[src/rtl/pipelined_ripple_adder_pkg.sv]
// Shared defaults and parameter helpers for the pipelined ripple adder.
package pipelined_ripple_adder_pkg;

  localparam int unsigned DEF_WIDTH  = 16;
  localparam int unsigned DEF_STAGES = 4;

  // Bits summed per pipeline stage; guards against a zero stage count.
  function automatic int unsigned seg_width(input int unsigned width,
                                            input int unsigned stages);
    return (stages == 0) ? width : width / stages;
  endfunction

endpackage

[src/rtl/full_adder.sv]
// One-bit full adder cell.
module full_adder (
  input  logic i_add1,
  input  logic i_add2,
  input  logic i_carry,
  output logic o_sum,
  output logic o_carry
);

  assign o_sum   = i_add1 ^ i_add2 ^ i_carry;
  assign o_carry = (i_add1 & i_add2) | (i_carry & (i_add1 ^ i_add2));

endmodule

[src/rtl/ripple_segment.sv]
// SEG-bit combinational ripple-carry segment built from full adders.
module ripple_segment #(
  parameter int unsigned SEG = 4
) (
  input  logic [SEG-1:0] i_add1,
  input  logic [SEG-1:0] i_add2,
  input  logic           i_carry,
  output logic [SEG-1:0] o_sum,
  output logic           o_carry
);

  logic [SEG:0] carry_c;

  assign carry_c[0] = i_carry;
  assign o_carry    = carry_c[SEG];

  for (genvar i = 0; i < SEG; i++) begin : g_bit
    full_adder u_fa (
      .i_add1  (i_add1[i]),
      .i_add2  (i_add2[i]),
      .i_carry (carry_c[i]),
      .o_sum   (o_sum[i]),
      .o_carry (carry_c[i+1])
    );
  end

endmodule

[src/rtl/pipelined_ripple_adder.sv]
// Pipelined add/subtract: STAGES ripple segments with registered carries and a
// valid/ready handshake; one result per cycle, latency STAGES.
module pipelined_ripple_adder
  import pipelined_ripple_adder_pkg::*;
#(
  parameter int unsigned WIDTH  = DEF_WIDTH,
  parameter int unsigned STAGES = DEF_STAGES
) (
  input  logic             i_clk,
  input  logic             i_rst_n,
  input  logic             i_valid,
  output logic             o_ready,
  input  logic             i_sub,
  input  logic [WIDTH-1:0] i_add1,
  input  logic [WIDTH-1:0] i_add2,
  output logic             o_valid,
  input  logic             i_ready,
  output logic [WIDTH:0]   o_result,
  output logic             o_overflow
);

  localparam int unsigned SEG = seg_width(WIDTH, STAGES);

  if (STAGES < 1 || STAGES > WIDTH || (WIDTH % STAGES) != 0) begin : g_bad_params
    $error("pipelined_ripple_adder: WIDTH must be a multiple of STAGES, 1 <= STAGES <= WIDTH");
  end

  // Whole pipeline moves together unless a valid result is stuck at the output.
  logic adv_c;
  logic ovf_q;

  assign adv_c      = !o_valid || i_ready;
  assign o_ready    = adv_c;
  assign o_overflow = ovf_q;

  for (genvar k = 0; k < STAGES; k++) begin : g_stage
    localparam int unsigned LO  = k * SEG;      // bits already summed before this stage
    localparam int unsigned REM = WIDTH - LO;   // operand bits still to be summed

    logic [REM-1:0]    a_c;
    logic [REM-1:0]    b_c;
    logic              cin_c;
    logic              vld_c;
    logic [SEG-1:0]    seg_sum_c;
    logic              seg_cout_c;
    logic [LO+SEG-1:0] sum_next_c;
    logic [LO+SEG-1:0] sum_q;
    logic              carry_q;
    logic              vld_q;

    if (k == 0) begin : g_in
      assign a_c        = i_add1;
      assign b_c        = i_sub ? ~i_add2 : i_add2;
      assign cin_c      = i_sub;
      assign vld_c      = i_valid;
      assign sum_next_c = seg_sum_c;
    end else begin : g_link
      assign a_c        = g_stage[k-1].g_rem.a_q;
      assign b_c        = g_stage[k-1].g_rem.b_q;
      assign cin_c      = g_stage[k-1].carry_q;
      assign vld_c      = g_stage[k-1].vld_q;
      assign sum_next_c = {seg_sum_c, g_stage[k-1].sum_q};
    end

    ripple_segment #(.SEG(SEG)) u_seg (
      .i_add1  (a_c[SEG-1:0]),
      .i_add2  (b_c[SEG-1:0]),
      .i_carry (cin_c),
      .o_sum   (seg_sum_c),
      .o_carry (seg_cout_c)
    );

    // Stage valid, carry and finished low sum bits.
    always_ff @(posedge i_clk or negedge i_rst_n) begin
      if (!i_rst_n) begin
        vld_q   <= 1'b0;
        carry_q <= 1'b0;
        sum_q   <= '0;
      end else if (adv_c) begin
        vld_q   <= vld_c;
        carry_q <= seg_cout_c;
        sum_q   <= sum_next_c;
      end
    end

    if (k < STAGES - 1) begin : g_rem
      logic [REM-SEG-1:0] a_q;
      logic [REM-SEG-1:0] b_q;

      // Unsummed upper operand bits (B already conditionally inverted).
      always_ff @(posedge i_clk or negedge i_rst_n) begin
        if (!i_rst_n) begin
          a_q <= '0;
          b_q <= '0;
        end else if (adv_c) begin
          a_q <= a_c[REM-1:SEG];
          b_q <= b_c[REM-1:SEG];
        end
      end
    end else begin : g_last
      logic ovf_c;

      // Carry into the MSB equals a^b^sum at the MSB; XOR with carry out.
      assign ovf_c = a_c[REM-1] ^ b_c[REM-1] ^ seg_sum_c[SEG-1] ^ seg_cout_c;

      // Registered signed overflow of the final result.
      always_ff @(posedge i_clk or negedge i_rst_n) begin
        if (!i_rst_n) begin
          ovf_q <= 1'b0;
        end else if (adv_c) begin
          ovf_q <= ovf_c;
        end
      end
    end
  end

  assign o_valid  = g_stage[STAGES-1].vld_q;
  assign o_result = {g_stage[STAGES-1].carry_q, g_stage[STAGES-1].sum_q};

endmodule
[config.mk]
export PLATFORM = sky130hd
export DESIGN_NAME = pipelined_ripple_adder
export DESIGN_NICKNAME = d
export VERILOG_FILES = /design/src/rtl/pipelined_ripple_adder_pkg.sv /design/src/rtl/full_adder.sv /design/src/rtl/ripple_segment.sv /design/src/rtl/pipelined_ripple_adder.sv
export SDC_FILE = /design/constraint.sdc
export NUM_CORES = 1
export LEC_CHECK = 0
export ABC_AREA = 0
export BUFFER_PORTS_ARGS = -buffer_cell sky130_fd_sc_hd__buf_2
export CAP_MARGIN = 20
export CORE_ASPECT_RATIO = 1.75
export CORE_MARGIN = 5
export CORE_UTILIZATION = 45
export DETAILED_ROUTE_END_ITERATION = 10
export GPL_TIMING_DRIVEN = 0
export PLACE_DENSITY = 0.66
export SLEW_MARGIN = 10
export SYNTH_ARGS = -nofsm -noshare
export SYNTH_HDL_FRONTEND = slang
export SYNTH_HIERARCHICAL = 1
export SYNTH_SLANG_ARGS = --single-unit
export TNS_END_PERCENT = 1
[constraint.sdc]
create_clock -name i_clk -period 3.35 [get_ports i_clk]
set_input_delay 0.1675 -clock i_clk [delete_from_list [all_inputs] [get_ports i_clk]]
set_output_delay 0.1675 -clock i_clk [all_outputs]
set_load 0.01 [all_outputs]
# --- Word-level counts from Yosys, hierarchy flattened ---
# Index checks and enable logic that the tools add are counted.
word_totals:
  register_bits: 97
  output_inout_bits: 20
  elab_cells: 105
  in_bits: 37
classes:
  n_mux: 1
  reduce_logical: 2
  bitwise_logic: 83
ops:
  columns: ["op", "count"]
  rows:
  - ["1-bit XOR", 34]
  - ["1-bit bitwise AND", 32]
  - ["16-bit 2-to-1 mux", 1]
  - ["16-bit NOT", 1]
  - ["1-bit bitwise OR", 16]
  - ["1-bit zero test", 1]
  - ["1-bit logical OR", 1]

# --- Longest topological paths before layout ---
# Gate-level depths: netlist of the first run.
logic_depth:
  depth_word: 11
  ltp_mapped: 8
  depth_no_buf: 7

# --- Hierarchy ---
# Netlist of the first run, hierarchy kept.
by_module_without_submodules:
  columns: ["module", "area_each_um2", "cells_each", "n_inst"]
  rows:
  - ["pipelined_ripple_adder", 4030.1, 242, 1]
  - ["full_adder", 20.0, 1, 16]

# --- Worst setup path before layout of the first run ---
# OpenSTA, ideal clock, no wires.
synth_timing:
  kind: "input to register"
  from: "in i_sub"
  to: "reg g_stage[0].sum_q[3]"
  setup_slack_ns: 0.716
  path_stages: 8
  n_path_buf: 2
  t_required_ns: 3.225
  setup_time_ns: 0.125
  arrival_time_ns: 2.510
  cell_sequence: "buf_4 buf_4 xor2_1 fa_1 fa_1 fa_1 fa_1 mux2_2"
synth_via:
  elab_chain_cells: 9
  elab_cells_between_ends: 15
synth_rtl:
  columns: ["item", "line_no", "text"]
  rows:
  - ["from (decl)", "pipelined_ripple_adder.sv:13", "input logic i_sub,"]
  - ["16-bit 2-to-1 mux *", "pipelined_ripple_adder.sv:53", "assign b_c = i_sub ? ~i_add2 : i_add2;"]
  - ["via g_stage[0].b_c[0]", "pipelined_ripple_adder.sv:41", "logic [REM-1:0] b_c;"]
  - ["1-bit XOR", "full_adder.sv:11", "assign o_carry = (i_add1 & i_add2) | (i_carry & (i_add1 ^ i_add2));"]
  - ["1-bit bitwise AND", "full_adder.sv:11", null]
  - ["1-bit bitwise OR *", "full_adder.sv:11", null]
  - ["via g_stage[0].u_seg.carry_c[1]", "ripple_segment.sv:12", "logic [SEG:0] carry_c;"]
  - ["1-bit bitwise AND *", "full_adder.sv:11", null]
  - ["1-bit bitwise OR *", "full_adder.sv:11", null]
  - ["via g_stage[0].u_seg.carry_c[2]", "ripple_segment.sv:12", null]
  - ["1-bit bitwise AND *", "full_adder.sv:11", null]
  - ["1-bit bitwise OR *", "full_adder.sv:11", null]
  - ["via g_stage[0].u_seg.carry_c[3]", "ripple_segment.sv:12", null]
  - ["1-bit XOR *", "full_adder.sv:10", "assign o_sum = i_add1 ^ i_add2 ^ i_carry;"]
  - ["via g_stage[0].seg_sum_c[3]", "pipelined_ripple_adder.sv:44", "logic [SEG-1:0] seg_sum_c;"]
  - ["to (signal assigned)", "pipelined_ripple_adder.sv:82", "sum_q <= sum_next_c;"]
  - ["to (decl)", "pipelined_ripple_adder.sv:47", "logic [LO+SEG-1:0] sum_q;"]
# Mark *: on every way through the listed nets, which the timed path passes. The rest lies on a longest branch.
# A chain may end at the register's enable or synchronous reset.

# --- Final worst setup path of the first run ---
layout_timing:
  from: "reg g_stage[2].g_rem.a_q[0]"
  to: "reg ovf_q, in the netlist o_overflow"
layout_via:
  elab_chain_cells: 10
  elab_cells_between_ends: 13
layout_rtl:
  columns: ["item", "line_no", "text"]
  rows:
  - ["from (decl)", "pipelined_ripple_adder.sv:87", "logic [REM-SEG-1:0] a_q;"]
  - ["from (signal assigned)", "pipelined_ripple_adder.sv:96", "a_q <= a_c[REM-1:SEG];"]
  - ["1-bit XOR", "full_adder.sv:11", null]
  - ["1-bit bitwise AND", "full_adder.sv:11", null]
  - ["1-bit bitwise OR *", "full_adder.sv:11", null]
  - ["via g_stage[3].u_seg.carry_c[1]", "ripple_segment.sv:12", null]
  - ["1-bit bitwise AND *", "full_adder.sv:11", null]
  - ["1-bit bitwise OR *", "full_adder.sv:11", null]
  - ["via g_stage[3].u_seg.carry_c[2]", "ripple_segment.sv:12", null]
  - ["1-bit bitwise AND *", "full_adder.sv:11", null]
  - ["1-bit bitwise OR *", "full_adder.sv:11", null]
  - ["via g_stage[3].u_seg.carry_c[3]", "ripple_segment.sv:12", null]
  - ["1-bit XOR *", "full_adder.sv:10", null]
  - ["via g_stage[3].seg_sum_c[3]", "pipelined_ripple_adder.sv:44", null]
  - ["1-bit XOR * (2 in a row)", "pipelined_ripple_adder.sv:104", "assign ovf_c = a_c[REM-1] ^ b_c[REM-1] ^ seg_sum_c[SEG-1] ^ seg_cout_c;"]
  - ["to (signal assigned)", "pipelined_ripple_adder.sv:111", "ovf_q <= ovf_c;"]
  - ["to (decl)", "pipelined_ripple_adder.sv:30", "logic ovf_q;"]
# Marks and branches as above.

==> results of run 1 <==
## path summary, 6_finish.rpt
check,startpoint,endpoint,depth (start not counted)
worst max-delay path,g_stage[2].g_rem.a_q[0],o_overflow,7
min in group asynchronous,i_rst_n,g_stage[0].g_rem.b_q[9],2
max in group asynchronous,i_rst_n,g_stage[0].g_rem.a_q[1],3
worst min register to register,g_stage[2].vld_q,o_valid,1
worst max register to register,g_stage[2].g_rem.a_q[0],o_overflow,7
worst min-delay path,i_add1[5],g_stage[0].g_rem.a_q[1],2
## final cells by class
cell class	instances	share of cell area [%]
Clock inverter	2	0.682
Tap cell	122	2.97
Sequential cell	97	47.2
Buffer	15	2.70
Multi-Input combinational cell	146	34.7
Timing Repair Buffer	58	6.23
Clock buffer	13	5.45
## critical path, delay by kind of cell (launching register included)
kind	cells	cell delay (ns)
XOR/XNOR	2	0.35
flip-flops	1	0.41
AO/OA/AOI/OAI	1	0.08
adder cells (fa/ha/maj)	4	1.75
## flip-flops by register name (all words and copies together), names as in the netlist
name,count
g_stage.g_rem.a_q,24
g_stage.carry_q,4
g_stage.vld_q,3
o_valid,1
g_stage.g_rem.b_q,24
g_stage.sum_q,40
o_overflow,1
## cell usage after synthesis
cell type / n / area share, %
dfrtp_1: 97 / 56
mux2_4: 61 / 21
mux2_2: 22 / 5.7
fa_1: 16 / 7.4
xnor2_1: 15 / 3.0
a21oi_1: 13 / 1.5
nor2_1: 13 / 1.1
buf_6: 9 / 2.3
xor2_1: 4 / 0.81
buf_2: 3 / 0.35
buf_4: 3 / 0.52
nand2b_1: 1 / 0.14
nand2b_4: 1 / 0.32
## metal layers
layer / vias up / wire length, µm / GRT usage [%]
met4: 0 / 165 / 6.53
met5: - / 0 / 0
li1: 1006 / - / -
met2: 46 / 4120 / 24.6
met1: 1126 / 3130 / 16.7
met3: 13 / 333 / 3.06
## per-stage QoR
stage	total power (W)	setup WS, ns	instances	hold slack (ns)
floorplan	0.00351	0.716	258	-0.128
global placement	0.00396	0.433	436	0.401
detailed placement	0.00404	0.416	437	0.208
CTS	0.00512	0.619	453	0.0513
global route	0.00536	0.551	453	0.0570
finish	0.00503	0.639	453	0.0659
## cells by family after synthesis
kind of cell / share of synthesized area (%)
buffers and inverters: 3.19
muxes: 26.7
AOI/OAI and AO/OA: 1.50
and+or+nand+nor: 1.58
DFF: 55.8
adders and majority gates: 7.36
xor gates and xnor gates: 3.83
## where the power goes
part	switching (W)	total, W	internal, W
clock	0.000404	0.00106	0.000654
combinational	0.000686	0.00191	0.00122
sequential	0.000351	0.00207	0.00171
==> results.md, run 1 <==
* Worst-path maximum fanout at 2
* Synthesis Warnings at 6
* DRT Pass-1 Iters at 4
* Post-layout min period at 2.71 ns
* Final Hold Fails at 0
* Hold WC Path Type: input pin to flip-flop
* Tcrit/Tclk final at between 80% and 90%
* Hold-fix buffer count after cts at 1
* First-pass GRT wire length at 12,900 µm
* Max stage delay on crit path at ~0.5 ns
* PostCTS Resize Cnt at 0
* Distinct cells, synth at 13
* Design area at about 5100 µm²
* Data arrival, critical path at 2.92 ns
* Post-Syn Area at roughly 4400 µm²
* Slowest CP cell: fa_1
* Vias in the first global route at approximately 2,500
* Clock Tree Buf Depth at 2
* Number of max-cap violations at 0
* Detailed Place HPWL at between 5000 and 6000 µm
* CP Cell Sequence: fa_1, fa_1, fa_1, fa_1, xnor2_1, xnor2_1, a21oi_1
* Sequential cell area fraction in the yosys report at 55.8%
* RSZ-0062 raised after global routing: no
* Post-layout util at ~54%
* Vias at 2,191
* Commonest non-fill, non-tap cell in the layout: dfrtp_1
* Initial antenna violation count at 0
* Post-Place Cell Area at about 4800 µm²
* Die Height at 140 µm
* Chip width at approximately 84 µm
* PwrDens at between 900 and 1000 nW/µm²
* Starting Density at 45.9%
* Pins Over Slew Limit at 0
* Setup crit start kind: flip-flop
* CTS tree: built
* Clock latency on the worst-skew pair at between 0.3 and 0.4 ns
* R2R Setup Slk at roughly 0.64 ns
* Gpl congestion at ~0.74
* Fill cells at between 700 and 800
* Status: complete, no violations
* Avg Vias per Cell at slightly below 5
* DR DRC count at 0
* DIE AREA at 11,800 µm²
* Slew @ Worst Pin at ~0.58 ns
* CP Data Required Time at between 3 and 4 ns
* Max rail drop VDD at slightly above 0.5 mV
* Setup violators final at 0
* # nets final at 380
* Most frequent CP cell: fa_1
* Most frequent cells in the layout: 97 x dfrtp_1, 61 x mux2_4, 58 x buf_2
* Number of diodes at 0
* Highest clock rate at 369 MHz
* Clock transition at the registers of the reported paths at 0.06 ns
* Static Leak at 2.42 nW
* Gr usage total at 14.2%
* # Post-CTS Setup Buffers at 0
* Clk root buf: clkbuf_16
* GRT overflow at 0
* Seq. cell area at 2430 µm²
* CP Capture Type: flip-flop
* Fin Clk Skew at 0.00438 ns
* Core Region at 9470 µm²
* Largest net degree at the start of global routing at 55
* WL/cell at around 17 µm
* Max_slew headroom at just over 60%
* Kind of critical path: flip-flop to flip-flop
* Layout cells sized above 1 at between 50% and 60%
* Mapped Cells at 258
* Mean post-synth cell area at roughly 17 µm²
* Port Buffers at 56
* Iter 0 DRT Violations at 52
* Final TNS setup at 0 ns
* Footprint of the multi-input gates at around 1800 µm²
* Row Count at 47
* Layout area overhead at 18.1%
* Total CTS buffers at 9
* Ports at 57
* Syn_nets at between 300 and 400
* Htree depth at 3
* Final wirelength at between 7000 and 8000 µm
* Number of synthesized register bits at slightly below 100
* Final ANT Viol Nets at 0
* Sink Count at 97
(Power assumes the default switching activity.)
==> run 2, diff against run 1 <==
- PLACE_DENSITY: 0.66 -> 0.68
- clock period: 3.35 -> 2.3 ns (I/O delays scaled with it)
==> run 2 against run 1 <==
The run now ends with setup timing left. Final cell count up 1.1%. Clock skew up 0.0038 ns. Maximum frequency up 7.3%. Hold slack worse by 0.050 ns. Flip-flop and latch count unchanged. Combinational power up 47%. Die area unchanged. Critical path depth unchanged. Sequential power up 45%. Critical endpoint unchanged.
==> results.md, run 2 (same netlist as run 1, synthesis figures left out) <==
* Die Height at 140 µm (unchanged)
* Busiest grt layer: met2
* Max reg flops at 40 (unchanged)
* Post-layout min period at 2.53 ns (-0.184 ns)
* Vias at 2,207 (+0.73%)
* First-pass GRT wire length at 13,000 µm (+0.59%)
* Kind of critical path: flip-flop to flip-flop
* CP Data Required Time at 2.51 ns (-1.05 ns)
* Number of diodes at 0 (unchanged)
* Gr usage total at 14.2% (about the same)
* Most flops, register: g_stage.sum_q
* R2R Setup Slk at -0.23 ns (-0.87 ns)
* Data arrival, critical path at 2.74 ns (-0.18 ns)
* Final wirelength at 7530 µm (-2.7%)
* Final hold slack at 0.0163 ns (-0.0496 ns)
* Htree depth at 3 (unchanged)
* Failing checks: setup timing
* Fin Clk Skew at 0.00815 ns (+0.00377 ns)
* Fill cells at 751 (-3.8%)
* Setup violators final at 4 (+4)
* Layout area overhead at 19.5%
* Final ANT Viol Nets at 0 (unchanged)
* Critical path origin: g_stage[2].g_rem.a_q[0]
* Worst reg2reg path startpoint: g_stage[2].g_rem.a_q[0]
* Chip width at 84.3 µm (unchanged)
* R2R cell count at 7 (unchanged)
* Clock latency on the worst-skew pair at 0.33 ns (about the same)
* Layout cells sized above 1 at 54.8% (+3.1 points)
* Clk root buf: clkbuf_16
* RSZ-0062 raised after global routing: yes
* Vias in the first global route at 2,653 (+5.4%)
* Ports at 57 (unchanged)
* Clock Tree Buf Depth at 2 (unchanged)
* Worst-path maximum fanout at 2 (unchanged)
* WL/cell at 16.4 µm (-3.8%)
* Core Region at 9470 µm² (unchanged)
* Max rail drop VDD at 0.725 mV (+44%)
* Static Leak at 2.43 nW (about the same)
* DIE AREA at 11,800 µm² (unchanged)
* Pins Over Slew Limit at 0 (unchanged)
* Starting Density at 45.9% (unchanged)
* GR Layer Usage met1 at 16.5% (-0.18 points)
* Highest clock rate at 396 MHz (+7.3%)
* Tcrit/Tclk final at 110% (+29 points)
* Sink Count at 97 (unchanged)
* Largest net degree at the start of global routing at 68 (+24%)
* CP Capture Type: flip-flop
* Number of max-cap violations at 0 (unchanged)
* PwrDens at 1400 nW/µm² (+43%)
* Slew @ Worst Pin at 0.407 ns (-0.169 ns)
* CTS tree: built
* GRT overflow at 0 (unchanged)
* # Post-CTS Setup Buffers at 0 (unchanged)
* Row Count at 47 (unchanged)
* Hold WC Path Type: input pin to flip-flop
* Top Registers: g_stage.sum_q (40), g_stage.g_rem.a_q (24), g_stage.g_rem.b_q (24)
* Commonest non-fill, non-tap cell in the layout: dfrtp_1
* DRT Pass-1 Iters at 4 (unchanged)
* Avg Vias per Cell at 4.82 (-0.37%)
* Most frequent cells in the layout: 97 x dfrtp_1, 61 x mux2_4, 58 x buf_2
* Iter 0 DRT Violations at 27 (-48%)
* Tot Pwr at 0.00729 W (+45%)
* Detailed Place HPWL at 5460 µm (-4.6%)
* Global-route track usage on met3 at 3.41% (+0.35 points)
* Worst Setup EP: o_overflow
* Initial antenna violation count at 0 (unchanged)
* Total CTS buffers at 9 (unchanged)
* Gpl congestion at 0.730 (-1.2%)
* Max_slew headroom at 72.9% (+11 points)
* Met2 usage at 24.6% (-0.042 points)
* Reg2reg end: o_overflow
* Setup WS post-layout at -0.227 ns (-0.866 ns)
* Port Buffers at 56 (unchanged)
* DR DRC count at 0 (unchanged)
* Setup crit start kind: flip-flop
* Clock transition at the registers of the reported paths at 0.06 ns (about the same)
* Status: finished, violations left
* # nets final at 384 (+1.1%)
* Final Hold Fails at 0 (unchanged)
[run 2: how the worst min path moves through the flow]
stage / start / cells after the start / endpoint / slack (ns)
6_report: i_add1[5] / 2 / g_stage[0].g_rem.a_q[1] / 0.02
5_1_grt: i_add1[10] / 2 / g_stage[0].g_rem.a_q[6] / 0.003
4_1_cts: i_add1[10] / 2 / g_stage[0].g_rem.a_q[6] / 0.004
3_5_place_dp: i_rst_n / 1 / g_stage[0].g_rem.a_q[2] / 0.08
3_3_place_gp: i_valid / 2 / g_stage[0].vld_q / 0.35
2_1_floorplan: i_rst_n / 0 / g_stage[0].carry_q / -0.18
[run 2: final cells by class]
class / count / area, µm² / share of cell area [%]
Sequential cell: 97 / 2430 / 46.7
Clock inverter: 6 / 57.6 / 1.11
Tap cell: 122 / 153 / 2.94
Buffer: 15 / 146 / 2.82
Timing Repair Buffer: 62 / 360 / 6.93
Clock buffer: 10 / 239 / 4.60
Multi-Input combinational cell: 146 / 1810 / 34.9
[run 2: routing by layer]
metal | share of wire [%] | up-vias
li1 | - | 1024
met1 | 41 | 1135
met2 | 53 | 38
met3 | 3.3 | 10
met4 | 2.3 | 0
met5 | 0 | -
[run 2: through the flow]
stage	cell area [µm²]	std cells	util, %	TNS [ns]	worst slack [ns]
2_1_floorplan	4370	258	-	-0.441	-0.135
3_3_place_gp	4800	436	50.7	-1.58	-0.382
3_5_place_dp	4830	437	51.0	-1.64	-0.382
4_1_cts	5200	458	54.9	-0.462	-0.266
5_1_grt	5200	458	54.9	-0.712	-0.300
6_report	5200	458	54.9	-0.338	-0.227
[run 2: repair_timing]
action,CTS,global route
hold buffers,5,0
pin swaps,3,1
gates resized for setup,7,0
endpoints found under the hold margin,34,0
endpoints found under the setup margin,8,7
[run 2: critical path, cell delays in order (launching register included)]
cell and delay, ns:
dfrtp_1 0.40, fa_2 0.39, fa_2 0.35, fa_2 0.36
fa_1 0.54, xnor2_1 0.14, xnor2_1 0.14, a21oi_1 0.08
[run 2: power breakdown]
part           internal [W]  switching (W)
Sequential          0.00250       0.000518
Combinational       0.00181       0.000997
Clock              0.000864       0.000604
